File: src/rtl/shift_seq_ctrl.sv
// Sequencer for a 4-bit universal shift register (mode mux + DFF per bit).
// Accepts TX / RX / ROT / LOAD requests over a valid/ready handshake, drives the
// register's mode/data/serial-in pins and reports completion with the final Q value.
// Optional even-parity tracking of shifted bits is enabled by defining SHIFT_SEQ_PARITY_EN.
module shift_seq_ctrl #(
  parameter int unsigned MAX_SHIFT = 4,
  parameter int unsigned CNT_W     = 3
) (
  input  logic             clk,
  input  logic             rst,
  input  logic             req_valid,
  output logic             req_ready,
  input  logic [1:0]       req_op,
  input  logic [3:0]       req_data,
  input  logic [CNT_W-1:0] req_count,
  input  logic             ser_in,
  output logic             ser_out,
  output logic             ser_valid,
  output logic [1:0]       sr_M,
  output logic [3:0]       sr_D,
  output logic             sr_SI,
  input  logic [3:0]       sr_Q,
  output logic             done,
  output logic [3:0]       result,
  output logic             parity_out
);

  typedef enum logic [1:0] {StIdle, StLoad, StShift, StDone} state_e;

  localparam logic [1:0] OpTx   = 2'b00;
  localparam logic [1:0] OpRx   = 2'b01;
  localparam logic [1:0] OpRot  = 2'b10;
  localparam logic [1:0] OpLoad = 2'b11;

  localparam logic [CNT_W-1:0] MaxCnt = CNT_W'(MAX_SHIFT);
  localparam logic [CNT_W-1:0] CntOne = CNT_W'(1);

  state_e           state_q, state_d;
  logic [1:0]       op_q, op_d;
  logic [3:0]       data_q, data_d;
  logic [CNT_W-1:0] cnt_q, cnt_d;
  logic [3:0]       result_q;
  logic [CNT_W-1:0] count_clamped;
  logic             hs;

  assign hs            = req_valid & req_ready;
  assign count_clamped = (req_count > MaxCnt) ? MaxCnt : req_count;

  // Next-state, request latch and shift counter.
  always_comb begin
    state_d = state_q;
    op_d    = op_q;
    data_d  = data_q;
    cnt_d   = cnt_q;
    unique case (state_q)
      StIdle: begin
        if (hs) begin
          op_d   = req_op;
          data_d = req_data;
          cnt_d  = count_clamped;
          if (req_op == OpRx) begin
            state_d = (count_clamped == '0) ? StDone : StShift;
          end else begin
            state_d = StLoad;
          end
        end
      end
      StLoad: begin
        state_d = ((op_q == OpLoad) || (cnt_q == '0)) ? StDone : StShift;
      end
      StShift: begin
        cnt_d = cnt_q - CntOne;
        if (cnt_q <= CntOne) state_d = StDone;
      end
      StDone:  state_d = StIdle;
      default: state_d = StIdle;
    endcase
  end

  // Moore pin decode; everything is forced quiet while reset is asserted.
  always_comb begin
    req_ready = 1'b0;
    sr_M      = 2'b00;
    sr_D      = 4'b0000;
    sr_SI     = 1'b0;
    ser_valid = 1'b0;
    done      = 1'b0;
    if (rst) begin
      unique case (state_q)
        StIdle:  req_ready = 1'b1;
        StLoad: begin
          sr_M = 2'b01;
          sr_D = data_q;
        end
        StShift: begin
          sr_M      = (op_q == OpRot) ? 2'b10 : 2'b11;
          sr_SI     = (op_q == OpRx) ? ser_in : 1'b0;
          ser_valid = (op_q == OpTx);
        end
        StDone:  done = 1'b1;
        default: ;
      endcase
    end
  end

  assign ser_out = ser_valid & sr_Q[0];
  assign result  = result_q;

  // State, request fields and captured result.
  always_ff @(posedge clk) begin
    if (!rst) begin
      state_q  <= StIdle;
      op_q     <= OpTx;
      data_q   <= '0;
      cnt_q    <= '0;
      result_q <= '0;
    end else begin
      state_q <= state_d;
      op_q    <= op_d;
      data_q  <= data_d;
      cnt_q   <= cnt_d;
      if (state_q == StDone) result_q <= sr_Q;
    end
  end

`ifdef SHIFT_SEQ_PARITY_EN
  logic par_q, par_d;
  logic parity_q;

  // Running XOR of bits leaving (TX) or entering (RX) the register.
  always_comb begin
    par_d = par_q;
    if (state_q == StIdle && hs) begin
      par_d = 1'b0;
    end else if (state_q == StShift) begin
      if (op_q == OpTx) par_d = par_q ^ sr_Q[0];
      else if (op_q == OpRx) par_d = par_q ^ ser_in;
    end
  end

  // Parity accumulator and the copy published alongside result.
  always_ff @(posedge clk) begin
    if (!rst) begin
      par_q    <= 1'b0;
      parity_q <= 1'b0;
    end else begin
      par_q <= par_d;
      if (state_q == StDone) parity_q <= par_q;
    end
  end

  assign parity_out = parity_q;
`else
  assign parity_out = 1'b0;
`endif

endmodule

File: config.mk
export PLATFORM = sky130hd
export DESIGN_NAME = shift_seq_ctrl
export DESIGN_NICKNAME = d
export VERILOG_FILES = /design/src/rtl/shift_seq_ctrl.sv
export SDC_FILE = /design/constraint.sdc
export NUM_CORES = 1
export LEC_CHECK = 0
export CORE_UTILIZATION = 40
export DETAILED_ROUTE_END_ITERATION = 7
export PLACE_DENSITY = 0.7
export SYNTH_ARGS = -nofsm -noshare
export SYNTH_HDL_FRONTEND = slang
export SYNTH_SLANG_ARGS = --single-unit
export TNS_END_PERCENT = 1
File: constraint.sdc
create_clock -name clk -period 3.6 [get_ports clk]
set_clock_uncertainty 0.05 [all_clocks]
set_input_delay 0.36 -clock clk [delete_from_list [all_inputs] [get_ports clk]]
set_output_delay 0.36 -clock clk [all_outputs]
set_load 0.05 [all_outputs]
Yosys cells after proc, flatten, opt, wreduce, memory -nomap -nowiden --
Cells that the tools add are included. Widths: inputs -> output; s select.
Cells by class: $add $sub $neg 1, reduce and logical (&&, ||, !) cells 9, bitwise logic cells 2, equality and inequality tests 9, muxes and demuxes 23, order comparisons 2
Operators by type and width (number):
- $mux 1 | 12
- $eq 2x2->1 const B | 4
- $mux 2 | 4
- $mux 4 | 2
- $pmux 2 s4 | 1
- $eq 2x1->1 const B | 3
- $logic_not 3->1 | 2
- $mux 3 | 2
- $pmux 3 s2 | 1
- $reduce_and 2->1 | 3
- $logic_not 2->1 | 2
- $ne 2x2->1 const B | 2
- $pmux 2 s2 | 1
- $gt 3x3->1 const B | 1
- $le 3x1->1 const B | 1
- $sub 3x1->3 const B | 1
- $and 1x1->1 | 2
- $reduce_bool 2->1 | 1
- $logic_or 1x1->1 | 1
Storage, ports and cells: output and inout bits 16, word-level logic and storage cells 51, bits in registers 15, input port bits 17

Depth between registers and ports, before layout --
Gate-level depths: netlist (run 1).
depth in word-level cells 7, mapped depth 6, gate-level depth less buffers 6

Worst setup path before layout (run 1) --
Ideal clock, no wire load.
path kind flip-flop to output port, start point register state_q[0], end point output port ser_out, slack 547 ps, cell stages (with the launch flop) 7, buffers on the path 1, arrival time 2643 ps, required time 3190 ps, cell sequence dfxtp_1 > inv_1 > ha_1 > clkbuf_1 > nand2_1 > nor3_1 > and2_1
Between the ends: word-level cells in the longest chain between the ends 4
RTL lines:
- start: declaration | RTL line 38 | state_e state_q, state_d;
- start signal: assignment | RTL line 112 | state_q <= StIdle;
- start signal: assignment | RTL line 118 | state_q <= state_d;
- $eq 2x2->1 | RTL line 89 | unique case (state_q)
- $mux 1 | RTL line 89
- $mux 1 | RTL line 88 | if (rst) begin
- net ser_valid | RTL line 18 | output logic ser_valid,
- $and 1x1->1 | RTL line 106 | assign ser_out = ser_valid & sr_Q[0];
- end: declaration | RTL line 17 | output logic ser_out,
The timed path passes the listed nets, and every way through them passes these cells.

Worst setup path after layout (run 1) --
start point register state_q[0], end point output port ser_out
Between the ends: word-level cells in the longest chain between the ends 4
RTL lines (RTL line):
- $eq 2x2->1 | 89
- $mux 1 | 89
- $mux 1 | 88
- $and 1x1->1 | 106
No other way between the ends.

==> results of run 1 <==
[cells in the final DEF (no fill, tap or decap)]
cell type and count:
clkdlybuf4s50_1 31, nand2_1 16, dfxtp_1 15, a21oi_1 12
ha_1 9, inv_1 6, nor2_1 6, nand3_1 6
nand2b_1 5, and3_1 4, and2_1 4, mux2i_1 4
nor3_1 3, clkbuf_4 3, nor2b_1 2, o22ai_1 2
o21ai_0 2, a31oi_1 1, a211o_1 1, nor3b_1 1
or3_2 1, or3_1 1, a32oi_2 1, a21boi_0 1
nand3b_1 1, o32ai_1 1, a311oi_1 1, conb_1 1
clkbuf_1 1
[critical path: cells and delay by family, from the launching register on]
kind / cells / cell delay (ns)
AND/OR/NAND/NOR: 3 / 0.49
adder cells (fa/ha/maj): 1 / 0.44
flip-flops: 1 / 0.35
buffers and inverters: 2 / 0.92
[through the flow]
step	hold slack [ns]	total power, mW	setup WS [ns]	utilization, %	instances
6_report	0.405	0.726	0.705	60.7	169
3_3_place_gp	0.389	0.626	0.874	59.4	165
5_1_grt	0.431	0.785	0.555	60.7	169
3_5_place_dp	0.397	0.628	0.823	59.4	165
4_1_cts	0.409	0.726	0.703	60.7	169
2_1_floorplan	0.382	0.529	0.547	-	114
[state kept, by name, summed over array words and instances, names as in the netlist]
register  cells
result        4
data_q        4
state_q       2
op_q          2
cnt_q         3
[synth_stat cells]
master,n
nand2_1,16
dfxtp_1,15
a21oi_1,12
ha_1,9
inv_1,6
nand3_1,6
nor2_1,6
nand2b_1,5
and2_1,4
and3_1,4
clkbuf_1,4
mux2i_1,4
nor3_1,3
buf_4,2
nor2b_1,2
o21ai_0,2
o22ai_1,2
a211o_1,1
a21boi_0,1
a311oi_1,1
a31oi_1,1
a32oi_2,1
buf_2,1
conb_1,1
nand3b_1,1
nor3b_1,1
o32ai_1,1
or3_1,1
or3_2,1
[final cells by class]
class	count	area [sq um]	area share, %
Timing Repair Buffer	31	310	25.1
Tap cell	27	33.8	2.73
Multi-Input combinational cell	86	546	44.0
Inverter	6	22.5	1.82
Clock buffer	4	26.3	2.12
Sequential cell	15	300	24.2
[kinds of logic (layout without fill, tap and decap cells)]
logic type	after synthesis	after routing	share of synthesized area, %
other	1	1	0.415
and+or+nand+nor	50	50	27.7
buffers and inverters	13	41	6.37
AOI/OAI and AO/OA	22	22	15.4
DFF	15	15	33.2
adders and majority gates	9	9	12.5
muxes	4	4	4.43
[per-layer routing]
| layer | GRT usage (%) | up-vias | part of all wire, % |
|---|---|---|---|
| met5 | 0 | - | 0 |
| li1 | - | 440 | - |
| met1 | 26.2 | 377 | 51 |
| met4 | 4.29 | 0 | 0.92 |
| met2 | 28.8 | 23 | 44 |
| met3 | 4.01 | 4 | 3.8 |
[how the worst min path moves through the flow]
| stage | start | to | slack, ns | cells after the start |
|---|---|---|---|---|
| floorplan | data_q[0] | data_q[0] | 0.38 | 2 |
| global placement | data_q[2] | data_q[2] | 0.39 | 2 |
| detailed placement | data_q[2] | data_q[2] | 0.40 | 2 |
| CTS | data_q[3] | data_q[3] | 0.41 | 2 |
| global route | data_q[3] | data_q[3] | 0.43 | 2 |
| finish | data_q[3] | data_q[3] | 0.41 | 2 |
[where the power goes]
group          switching [mW]  leakage [nW]  internal (mW)  total, mW
clock network          0.0544        0.0150         0.0430     0.0974
registers              0.0295         0.123          0.200      0.230
logic                   0.242         0.335          0.157      0.398
total                   0.326         0.472          0.400      0.726
==> impl_results.md, run 1 <==
* Status: finished clean
* Termination of the worst setup path: ser_out
* Reg clk slew, reported paths at around 0.09 ns
* CP max FO at 12
* Root Driver: clkbuf_4
* Router iterations before antenna repair at 4
* First-pass GRT wire length at around 3.5 mm
* Avg Vias per Cell at 4.99
* Final hold vios at 0
* Vias in the first global route at 766
* PortBufs at 31
* Initial DRC Count at 28
* Dpl hpwl at 1.50 mm
* Top area cells in the synthesized netlist: dfxtp_1, ha_1, a21oi_1, nand2_1, mux2i_1
* Clk Latency, worst-skew pair at ~0.28 ns
* CTS tree: yes
* GPL Wtd Cong at a little over 0.8
* Remaining global-route overflow at 0
* Critical path type: reg2out
* Final setup fails at 0
* Initial antenna violation count at 0
* Crit path from: state_q[0]
* Tmin final at between 2 and 3 ns
* Post-route design area at roughly 0.0012 sq mm
* Crit-path max cell delay at a little under 0.8 ns
* Final WL at around 2.1 mm
* Post-synth top area share at roughly a third
* Routed len/inst at around 12 microns
* Register area share after synthesis at approximately a third
* CP required at roughly 3.2 ns
* Antenna cells at 0
* Avg Inst Size Synth at slightly below 8 sq um
* Hold WC Path Type: reg2reg
* Synth Net Count at 140
* Setup Buffers After CTS at 0
* CTS Hold Bufs at 0
* Syn Inst Count at 114
* Layout Area Growth over Synthesis at 37.1%
* Via count at around 840
* Setup crit end kind: primary output
* Yosys warns at 0
* Antenna Nets Post-Route at 0
* FF-to-FF path depth at 6
* RSZ-0062 raised after global routing: no
* Num CTS Buffers at 3
* Global Route Usage Sum at between 10% and 20%
* Chip Width at 49.5 microns
* Largest net degree at the start of global routing at 15
* Post_cts resized at 0
* Core Area at between 0.002 and 0.0025 sq mm
* Setup TNS at 0 ns
* Fmax at roughly 0.35 GHz
* Synthesized flop and latch total at 15
* Die area at about 0.0025 sq mm
* Power Dens Cells at between 500 and 600 mW/mm^2
* Row count at 16
* MaxCap Viol Count at 0
* Worst path slowest cell: clkdlybuf4s50_1
* Initial Utilization at roughly 44%
* CP Launch Type: flop
* Max Root-Sink Buffers at 2
* IO Pins at 33
* Crit path cell chain: inv_1 > ha_1 > nand2_1 > nor3_1 > and2_1 > clkdlybuf4s50_1
* Placed inst area at ~0.0012 sq mm
* Distinct cells, synth at 29
* Layout net count at between 150 and 200
* Clock sinks at 15
* Worst Tran Pin Value at 0.512 ns
* Leak at around 0.47 nW
* Worst path arrival time at 2.48 ns
* Period utilisation layout at 80.4%
* VDD IR max at 0.000331 V
* Chip height at between 40 and 50 microns
* Max-slew violation count at 0
* Slew margin rel. at about two thirds
* Yosys top cell by area: dfxtp_1
* Synth Cell Area at around 900 sq um
* Layout fillers at slightly below 200
* Share of layout cells above drive strength 1 at under 10%
* R2r endpoint: cnt_q[0]
* H-tree depth at 1
* Reg2Reg Launch Point: state_q[0]
* R2r setup slk at 1.63 ns
* # DRC at 0
Note: power is estimated with default switching activity, not from simulation.
==> run 2: changes to the inputs <==
==> constraint.sdc (replaced) <==
create_clock -name clk -period 3.03 [get_ports clk]
set_clock_uncertainty 0.05 [all_clocks]
set_input_delay 0.303 -clock clk [delete_from_list [all_inputs] [get_ports clk]]
set_output_delay 0.303 -clock clk [all_outputs]
set_load 0.05 [all_outputs]
==> run 2 against run 1 <==
Effect of this change:
- sequential share of layout area down 0.17 points
- worst hold slack got worse by 0.00059 ns
- utilization up 0.43 points
- die area did not move
- routed wire length is 3.6% higher
- critical path depth is the same
- critical path type unchanged
==> impl_results.md, run 2 (synthesis results as in run 1) <==
* CTS Hold Bufs at 0
* IO Pins at 33
* Antenna cells at 0
* Avg Vias per Cell at ~5.0
* Setup Buffers After CTS at 0
* CP max FO at 12
* Clock sinks at 15
* Hold WC Path Type: reg2reg
* Reg2Reg Launch Point: state_q[0]
* Post_cts resized at 0
* # DRC at 0
* Status: finished clean
* Worst path slowest cell: clkdlybuf4s50_1
* Combinational Power Share at between 50% and 60%
* Largest net degree at the start of global routing at 15
* Fmax at 0.354 GHz
* Most common cell after layout, fill and taps aside: clkdlybuf4s50_1
* Reg clk slew, reported paths at approximately 0.090 ns
* Clk Latency, worst-skew pair at about 0.28 ns
* Critical path type: reg2out
* Global Route Usage Sum at approximately a fifth
* Final hold vios at 0
* Switching Fraction at a little under half
* Chip height at approximately 50 microns
* Internal at 0.475 mW
* CP Launch Type: flop
* MaxCap Viol Count at 0
* Dpl hpwl at roughly 1.6 mm
* H-tree depth at 1
* Share of layout cells above drive strength 1 at approximately 5%
* Leading cell types in the layout, fill and taps excluded: clkdlybuf4s50_1, nand2_1, dfxtp_1
* Remaining global-route overflow at 0
* Max Root-Sink Buffers at 2
* Hold_sp: data_q[3]
* Leak at 0.480 nW
* Worst path bufs/invs at 2
* Initial DRC Count at 5
* Power Dens Cells at ~700 mW/mm^2
* Chip Width at between 40 and 50 microns
* Row count at 16
* Final WL at roughly 2.1 mm
* CTS tree: yes
* Layout Area Growth over Synthesis at 38.1%
* Vias in the first global route at between 700 and 800
* Tmin final at ~2.8 ns
* Clock Power Share at roughly an eighth
* Setup TNS at 0 ns
* Num CTS Buffers at 3
* VDD IR max at roughly 0.00041 V
* Setup crit end kind: primary output
* Post-route design area at between 0.001 and 0.0015 sq mm
* Routed len/inst at 12.5 microns
* RSZ-0062 raised after global routing: no
* Final Power at a little under 0.9 mW
* CP required at roughly 2.7 ns
* Worst path arrival time at ~2.5 ns
* Slew margin rel. at 66.3%
* Core Area at 0.00204 sq mm
* Switching power at between 0.3 and 0.4 mW
* Final setup fails at 0
* PortBufs at 31
* Antenna Nets Post-Route at 0
* Cell family with the largest share of critical-path delay: buffers and inverters
* Layout net count at 170
* Placed inst area at around 0.0012 sq mm
* Router iterations before antenna repair at 4
* Crit path cell chain: inv_1 > ha_1 > nand2_1 > nor3_1 > and2_1 > clkdlybuf4s50_1
* Seq pwr share at around a third
* Via count at 856
* Initial Utilization at ~44%
* Period utilisation layout at ~93%
* Crit path from: state_q[0]
* Max-slew violation count at 0
* First-pass GRT wire length at between 3 and 4 mm
* Crit-path max cell delay at between 0.7 and 0.8 ns
* GPL Wtd Cong at 0.863
* Root Driver: clkbuf_4
* Worst Tran Pin Value at approximately 0.50 ns
* Initial antenna violation count at 0
* Die area at around 0.0025 sq mm
==> run 2: metrics by stage <==
| step | std cells | hold slack, ns | worst slack [ns] | utilization [%] |
|---|---|---|---|---|
| 2_1_floorplan | 114 | 0.382 | 0.0339 | - |
| 6_report | 170 | 0.405 | 0.203 | 61.1 |
| 4_1_cts | 170 | 0.408 | 0.187 | 61.1 |
| 5_1_grt | 170 | 0.421 | 0.00320 | 61.1 |
| 3_5_place_dp | 166 | 0.395 | 0.508 | 59.7 |
| 3_3_place_gp | 166 | 0.391 | 0.591 | 59.7 |
==> run 2: worst min-delay path, stage by stage, from the launching register on <==
cell	delay, ns
dfxtp_1	0.32
nand2_1	0.05
a21oi_1	0.05
==> run 2: power by group through the flow <==
stage | registers [mW] | clock network (mW) | logic (mW)
CTS | 0.273 | 0.119 | 0.483
global route | 0.279 | 0.129 | 0.528
floorplan | 0.285 | 0 | 0.344
global placement | 0.274 | 0 | 0.471
finish | 0.273 | 0.115 | 0.482
detailed placement | 0.278 | 0 | 0.479
==> run 2: worst paths after layout <==
check              end  slack [ns]  cells past startpoint
max            ser_out        0.20                      6
min reg2reg  data_q[3]        0.40                      2
max reg2reg   cnt_q[0]        1.05                      6
min          data_q[3]        0.40                      2
==> run 2: cell type report <==
cell class / count / area (sq um)
inverters: 6 / 22.5
clock buffers: 3 / 22.5
well taps: 27 / 33.8
fillers: 191 / 795
multi-input cells: 86 / 546
clock inverters: 1 / 5.00
repair buffers: 32 / 318
flip-flops and latches: 15 / 300
==> run 2: layer usage <==
layer  wire, microns  GRT usage, %  share of wire, %  vias up
met5               0             0                 0        -
met4              15          7.14              0.70        0
met3              92          4.94               4.3        2
met2             967          31.5                45       18
met1            1060          22.7                50      393
li1                -             -                 -      443
